`src/rtl/dmem_arbiter.sv`:
```
// dmem_arbiter: two-port (CPU / auxiliary) arbiter in front of a single-port
// data memory. Supports locked bursts with a bounded hold time, and
// registered read-data return per port.
// Optional feature: define DMEM_ARBITER_RR_EN for round-robin tie-breaking
// in IDLE; otherwise port 0 has fixed priority.
//
// state | meaning
// IDLE  | nobody owns the memory; arbitrate among requests
// OWN0  | port 0 won last cycle with lock0 set; keeps the memory if requesting
// OWN1  | port 1 won last cycle with lock1 set; keeps the memory if requesting

module dmem_arbiter #(
  parameter int unsigned MAX_HOLD = 8
) (
  input  logic        clk_i,
  input  logic        rst_ni,
  input  logic        req0_i,
  input  logic        req1_i,
  input  logic        lock0_i,
  input  logic        lock1_i,
  input  logic        we0_i,
  input  logic        we1_i,
  input  logic [31:0] addr0_i,
  input  logic [31:0] addr1_i,
  input  logic [31:0] wd0_i,
  input  logic [31:0] wd1_i,
  input  logic [3:0]  wm0_i,
  input  logic [3:0]  wm1_i,
  output logic        gnt0_o,
  output logic        gnt1_o,
  output logic [31:0] rdata0_o,
  output logic [31:0] rdata1_o,
  output logic        rvalid0_o,
  output logic        rvalid1_o,
  output logic        m_we_o,
  output logic [31:0] m_addr_o,
  output logic [31:0] m_wd_o,
  output logic [3:0]  m_wm_o,
  input  logic [31:0] m_rd_i
);

  localparam logic [7:0] MaxHold = 8'(MAX_HOLD);

`ifdef DMEM_ARBITER_RR_EN
  localparam logic RrEn = 1'b1;
`else
  localparam logic RrEn = 1'b0;
`endif

  typedef enum logic [1:0] {IDLE, OWN0, OWN1} state_e;

  state_e      state_q, state_d;
  logic [7:0]  hold_q, hold_d;
  logic        last_q, last_d;        // port granted most recently
  logic [31:0] rdata0_q, rdata0_d;
  logic [31:0] rdata1_q, rdata1_d;
  logic        rvalid0_q, rvalid0_d;
  logic        rvalid1_q, rvalid1_d;
  logic        grant0, grant1;
  logic        idle_pick1;

  // State register
  always_ff @(posedge clk_i or negedge rst_ni) begin
    if (!rst_ni) state_q <= IDLE;
    else         state_q <= state_d;
  end

  // Arbitration and next state; grants are suppressed while reset is low
  always_comb begin
    grant0  = 1'b0;
    grant1  = 1'b0;
    state_d = IDLE;
    if (req0_i && req1_i) idle_pick1 = RrEn & ~last_q;
    else                  idle_pick1 = req1_i;
    unique case (state_q)
      OWN0: begin
        if (req0_i) begin
          if (hold_q == MaxHold && req1_i) grant1 = 1'b1;
          else                             grant0 = 1'b1;
        end else begin
          grant1 = idle_pick1;
          grant0 = (req0_i | req1_i) & ~idle_pick1;
        end
      end
      OWN1: begin
        if (req1_i) begin
          if (hold_q == MaxHold && req0_i) grant0 = 1'b1;
          else                             grant1 = 1'b1;
        end else begin
          grant1 = idle_pick1;
          grant0 = (req0_i | req1_i) & ~idle_pick1;
        end
      end
      default: begin
        grant1 = idle_pick1;
        grant0 = (req0_i | req1_i) & ~idle_pick1;
      end
    endcase
    grant0 = grant0 & rst_ni;
    grant1 = grant1 & rst_ni;
    // A force-released owner is never the granted port, so its lock drops out
    if (grant0 && lock0_i)      state_d = OWN0;
    else if (grant1 && lock1_i) state_d = OWN1;
  end

  // Outputs: grants and memory-side mux from the granted port
  always_comb begin
    gnt0_o   = grant0;
    gnt1_o   = grant1;
    m_we_o   = 1'b0;
    m_addr_o = 32'h0;
    m_wd_o   = 32'h0;
    m_wm_o   = 4'h0;
    if (grant0) begin
      m_we_o   = we0_i;
      m_addr_o = addr0_i;
      m_wd_o   = wd0_i;
      m_wm_o   = wm0_i;
    end else if (grant1) begin
      m_we_o   = we1_i;
      m_addr_o = addr1_i;
      m_wd_o   = wd1_i;
      m_wm_o   = wm1_i;
    end
  end

  // Hold counter, last-grant pointer and read-return next values
  always_comb begin
    hold_d = 8'd0;
    if ((grant0 && state_q == OWN0) || (grant1 && state_q == OWN1))
      hold_d = (hold_q >= MaxHold) ? MaxHold : hold_q + 8'd1;
    else if (grant0 || grant1)
      hold_d = 8'd1;
    last_d    = grant0 ? 1'b0 : (grant1 ? 1'b1 : last_q);
    rvalid0_d = grant0 & ~we0_i;
    rvalid1_d = grant1 & ~we1_i;
    rdata0_d  = rvalid0_d ? m_rd_i : rdata0_q;
    rdata1_d  = rvalid1_d ? m_rd_i : rdata1_q;
  end

  // Datapath registers
  always_ff @(posedge clk_i or negedge rst_ni) begin
    if (!rst_ni) begin
      hold_q    <= 8'd0;
      last_q    <= 1'b1;
      rdata0_q  <= 32'h0;
      rdata1_q  <= 32'h0;
      rvalid0_q <= 1'b0;
      rvalid1_q <= 1'b0;
    end else begin
      hold_q    <= hold_d;
      last_q    <= last_d;
      rdata0_q  <= rdata0_d;
      rdata1_q  <= rdata1_d;
      rvalid0_q <= rvalid0_d;
      rvalid1_q <= rvalid1_d;
    end
  end

  assign rdata0_o  = rdata0_q;
  assign rdata1_o  = rdata1_q;
  assign rvalid0_o = rvalid0_q;
  assign rvalid1_o = rvalid1_q;

endmodule

```
`config.mk`:
```
export PLATFORM = sky130hd
export DESIGN_NAME = dmem_arbiter
export DESIGN_NICKNAME = d
export VERILOG_FILES = /design/src/rtl/dmem_arbiter.sv
export SDC_FILE = /design/constraint.sdc
export NUM_CORES = 1
export LEC_CHECK = 0
export CAP_MARGIN = 20
export CELL_PAD_IN_SITES_DETAIL_PLACEMENT = 1
export CELL_PAD_IN_SITES_GLOBAL_PLACEMENT = 1
export CORE_MARGIN = 4
export CORE_UTILIZATION = 25
export CTS_BUF_LIST = sky130_fd_sc_hd__clkbuf_8
export CTS_CLUSTER_DIAMETER = 120
export DETAILED_ROUTE_END_ITERATION = 8
export PLACE_DENSITY_LB_ADDON = 0.1
export SLEW_MARGIN = 20
export SYNTH_ARGS = -nofsm -noshare
export SYNTH_HDL_FRONTEND = slang
export SYNTH_SLANG_ARGS = --single-unit
```
`constraint.sdc`:
```
create_clock -name clk_i -period 3.4 [get_ports clk_i]
set_clock_uncertainty 0.2 [all_clocks]
set_input_delay 0.51 -clock clk_i [delete_from_list [all_inputs] [get_ports clk_i]]
set_output_delay 0.51 -clock clk_i [all_outputs]
set_load 0.02 [all_outputs]
```
=== Word level (Yosys, flattened, before mapping) ===
Index checks and enable logic that the tools add are counted.

* Register bits after elaboration: 76
* Input port bits: 176
* Output and inout port bits: 137
* Logic and storage cells: 53

* Add/subtract/negate cells: 1
* Magnitude comparators: 1
* Equality and inequality tests: 3
* Multiplexer cells: 24
* Reductions and logical operators: 9
* Bitwise operators: 9

{| class="wikitable"
|+ Operator list
! cell !! count
|-
| 2-to-1 mux 32 bit || 4
|-
| 2-to-1 mux 8 bit || 2
|-
| 2-to-1 mux 1 bit || 12
|-
| adder 8 x 1 -> 8 bit (second input constant) || 1
|-
| equality test 8 x 4 -> 1 bit (second input constant) || 1
|-
| >= comparator 8 x 4 -> 1 bit (second input constant) || 1
|-
| 2-to-1 mux 4 bit || 2
|-
| logical AND 1 bit || 7
|-
| AND 1 bit || 5
|-
| 2-to-1 mux 2 bit || 2
|-
| case mux 1 bit (2 select lines) || 2
|-
| NOT 1 bit || 3
|-
| equality test 2 x 1 -> 1 bit (second input constant) || 1
|-
| equality test 2 bit (second input constant) || 1
|-
| logical OR 1 bit || 2
|-
| OR 1 bit || 1
|}

=== Depth between registers and ports, before layout ===
* Depth after elaboration: 10
* Mapped depth: 9
* Mapped depth without buffers: 7

=== Worst setup path after synthesis ===
OpenSTA, ideal clock, no wires.

* Path type: register to output
* Start: register hold_q[6]
* End: output port m_wd_o[10]
* Path slack: 0.230 ns
* Required time: 2.690 ns
* Stages on the path, launching flop included: 9
* Arrival time: 2.460 ns
* Path buffers: 3
* Path through: dfrtp_1 or4_4 buf_6 or4_4 buf_6 nand3_2 inv_2 clkbuf_1 o21ai_0

* Longest elaborated chain between the ends: 8

{| class="wikitable"
|+ RTL lines
! element !! line !! text
|-
| start, declared || 53 || <nowiki>logic [7:0] hold_q, hold_d;</nowiki>
|-
| start signal, assigned || 151 || <nowiki>hold_q <= hold_d;</nowiki>
|-
| equality test 8 x 4 -> 1 bit (*) || 78, 87 ||
|-
| logical AND 1 bit (on tied branches) || 87, 78 ||
|-
| 2-to-1 mux 1 bit (on tied branches) || 87, 78 ||
|-
| 2-to-1 mux 1 bit (on tied branches) || 86, 77 ||
|-
| case mux 1 bit (2 select lines) || 75 || <nowiki>unique case (state_q)</nowiki>
|-
| AND 1 bit || 100 || <nowiki>grant1 = grant1 & rst_ni;</nowiki>
|-
| 2-to-1 mux 32 bit || 119 || <nowiki>end else if (grant1) begin</nowiki>
|-
| 2-to-1 mux 32 bit (*) || 114 || <nowiki>if (grant0) begin</nowiki>
|-
| end, declared || 37 || <nowiki>output logic [31:0] m_wd_o,</nowiki>
|}

Mark *: on every way between the ends. The rest lies on a longest branch, timed or not.

=== Worst setup path in the final report ===
* Start: register hold_q[6]
* End: output port m_addr_o[9]

* Longest elaborated chain between the ends: 8

{| class="wikitable"
|+ RTL lines
! element !! line !! text
|-
| equality test 8 x 4 -> 1 bit (*) || 78, 87 ||
|-
| logical AND 1 bit (on tied branches) || 87, 78 ||
|-
| 2-to-1 mux 1 bit (on tied branches) || 87, 78 ||
|-
| 2-to-1 mux 1 bit (on tied branches) || 86, 77 ||
|-
| case mux 1 bit (2 select lines) || 75 ||
|-
| AND 1 bit || 100 ||
|-
| 2-to-1 mux 32 bit || 119 ||
|-
| 2-to-1 mux 32 bit (*) || 114 ||
|-
| end, declared || 36 || <nowiki>output logic [31:0] m_addr_o,</nowiki>
|}

Marks and branches as above.

==> summary.md <==
| Metric | Value |
|---|---|
| Crit path max-delay cell type | `or4_4` |
| RSZ-0062 raised after global routing | `true` |
| Top FF cell, synth | `dfrtp_1` |
| Hold buffers post-CTS | `0` |
| Final #Nets | `943` |
| CP arrival | `2.57 ns` |
| Die H | `142 µm` |
| H-tree depth | `3` |
| FP Rows | `48` |
| Seq/Total Area, Yosys | `42.4%` |
| Number of distinct library cells after synthesis | `41` |
| Slew headroom | `35.7%` |
| Mapped cell area | `4480 µm²` |
| First-pass iteration count of the detailed router | `4` |
| Syn Inst Count | `452` |
| Initial antenna violation count | `0` |
| Final core utilization | `46.3%` |
| Fmax | `305 MHz` |
| Layout area overhead | `79.9%` |
| Hold slack | `0.272 ns` |
| Worst-Skew Late Latency | `0.35 ns` |
| Post-synth top cells | `nand4_1, dfrtp_1, o21ai_0` |
| Routed Antenna Nets | `0` |
| Setup TNS | `0 ns` |
| Post-synth EDFFs | `0` |
| Share of cells above drive strength 1 | `22.9%` |
| Synth Register Bits | `76` |
| Synth top area cells | `dfrtp_1, nand4_1, mux2_2` |
| CP startpoint kind | `register` |
| Ports | `313` |
| Max VDD drop | `0.000481 V` |
| Num CTS Buffers | `9` |
| Post-route minimum period | `3.28 ns` |
| Fill count | `1,984` |
| Total number of yosys warnings | `0` |
| Fin crit share | `96.4%` |
| First-pass GRT wire length | `33,500 µm` |
| Clk buf depth | `2` |
| Final Hold Viols | `0` |
| HP Class | `in2async` |
| Vias in the first global route | `5,595` |
| Max-cap violations | `0` |
| Initial DRC Count | `187` |
| Crit-path cells | `or4_4 > or4_4 > nand3_2 > inv_4 > clkbuf_16 > o21ai_0 > buf_2` |
| Met3 wire length | `1920 µm` |
| WS Path Type | `reg2out` |
| DP HPWL | `16,600 µm` |
| CORE AREA | `17,400 µm²` |
| Leak | `3.34 nW` |
| Mapped Avg Cell Area | `9.92 µm²` |
| Buffers on Ports | `312` |
| Ys async rst share | `100%` |
| Die width | `142 µm` |
| Crit path capture type | `output port` |
| Share of the synthesized area in the top cell type | `42.4%` |
| PD cells | `421 nW/µm²` |
| Most common cell in the netlist | `nand4_1` |
| Outcome | `completed` |
| Final count of pins violating max slew | `0` |
| DR vias | `5,190` |
| Finished Layout Cells | `993` |
| Largest net degree at the start of global routing | `77` |
| Root buf cell | `clkbuf_8` |
| Die area | `20,100 µm²` |
| Antenna cells | `0` |
| Post-placement cell count | `971` |
| Critical path's most frequent cell | `or4_4` |
| CTS clk-pin slew, worst paths | `0.08 ns` |
| Total congestion overflow | `0` |
| Final wirelength | `22,300 µm` |
| Final Setup Violations | `0` |
| Number of vias per cell | `5.23` |
| CP Max Fanout | `17` |
| Critical Path Max Stage Delay | `0.56 ns` |
| DR WL/cell | `22.5 µm` |
| Total Routing Usage GR | `21.0%` |
| DRC viols | `0` |
| Total power draw | `0.00340 W` |
| CTS tree | `built` |
| RePlAce Congestion | `0.906` |
| DR top layer | `met4` |
| Clock sinks | `76` |
| Starting Density | `25.7%` |
| Worst-margin pin slew | `0.964 ns` |
| M1 WL | `8510 µm` |
| Routed wl met2 | `11,100 µm` |
| Yosys top cell by area | `dfrtp_1` |
| Critical Path RT | `2.69 ns` |
==> what timing repair did <==
item                                    4_1_cts  5_1_grt
cloned                                        2        1
endpoints found under the setup margin       71       67
pin swaps                                     1        1
buffers inserted                              2        1
gates resized for setup                     252       80
==> cell usage in the layout, fill, tap and decap left out, types with 2 or more instances in the layout <==
| cell type | n |
|---|---|
| buf_12 | 15 |
| nor2_1 | 3 |
| buf_2 | 57 |
| o21ai_0 | 39 |
| nand2_1 | 2 |
| nor2b_1 | 2 |
| clkbuf_8 | 11 |
| nor3_1 | 2 |
| nand4_1 | 138 |
| o21ai_1 | 32 |
| clkdlybuf4s50_1 | 240 |
| inv_1 | 8 |
| buf_16 | 2 |
| or4_4 | 2 |
| clkbuf_2 | 9 |
| conb_1 | 4 |
| mux2_2 | 34 |
| dfrtp_1 | 76 |
| ha_1 | 4 |
| mux2_1 | 30 |
| buf_4 | 31 |
==> worst paths after layout <==
check	slack [ns]	cells after the start	to	startpoint
worst min-delay path	0.27	2	rdata1_o[24]	rst_ni
min in group clk_i	0.29	1	rdata0_o[21]	rdata0_o[21]
worst max register to register	0.41	9	rdata0_o[5]	hold_q[6]
worst max-delay path	0.12	7	m_addr_o[9]	hold_q[6]
worst min register to register	0.29	1	rdata0_o[21]	rdata0_o[21]
max in group asynchronous	2.13	2	rdata0_o[0]	rst_ni
==> power by group <==
| group | switching (W) | leakage, nW | internal, W | total [W] |
|---|---|---|---|---|
| registers | 0.000108 | 0.927 | 0.00111 | 0.00121 |
| clock network | 0.000338 | 0.107 | 0.000381 | 0.000718 |
| logic | 0.000705 | 2.31 | 0.000762 | 0.00147 |
==> critical path: cells and delay by family, from the launching register on <==
family | cells | cell delay (ns)
buffers and inverters | 3 | 0.46
AND/OR/NAND/NOR | 3 | 1.22
AO/OA/AOI/OAI | 1 | 0.18
flip-flops | 1 | 0.37
==> cell type report <==
type	instances	area [µm²]	share of cell area (%)
Clock inverter	5	58.8	0.729
Multi-Input combinational cell	312	2280	28.3
Timing Repair Buffer	356	3360	41.6
Tap cell	225	282	3.49
Inverter	8	32.5	0.403
Sequential cell	76	1900	23.6
Clock buffer	11	151	1.88
==> metal layers <==
layer,up-vias,global-route usage (%)
met5,-,0
met3,42,7.43
met2,224,36.9
met1,2544,23.7
li1,2380,-
met4,0,7.07
==> kinds of logic after synthesis <==
logic type                 after synthesis  synth area share, %
AOI/OAI and AO/OA                       79                 9.54
and+or+nand+nor                        160                 23.0
buffers and inverters                   67                 7.53
xor gates and xnor gates                 1                0.195
muxes                                   64                 16.1
DFF                                     76                 42.4
other                                    1               0.0836
adders and majority gates                4                 1.12
==> per-stage QoR <==
step                      instance area (µm²)  setup slack [ns]
after floorplan                          4500             0.230
after global placement                   8090           -0.0696
after detailed placement                 8090           -0.0800
after CTS                                8390          0.000241
after global routing                     8070          -0.00225
final                                    8070             0.121
==> sequential cells by signal, indices dropped and copies added (netlist names) <==
signal / flops
hold_q: 8
rdata0_o: 32
rdata1_o: 32
rvalid0_o: 1
rvalid1_o: 1
state_q: 2
Power figures use the tool's default switching activity.
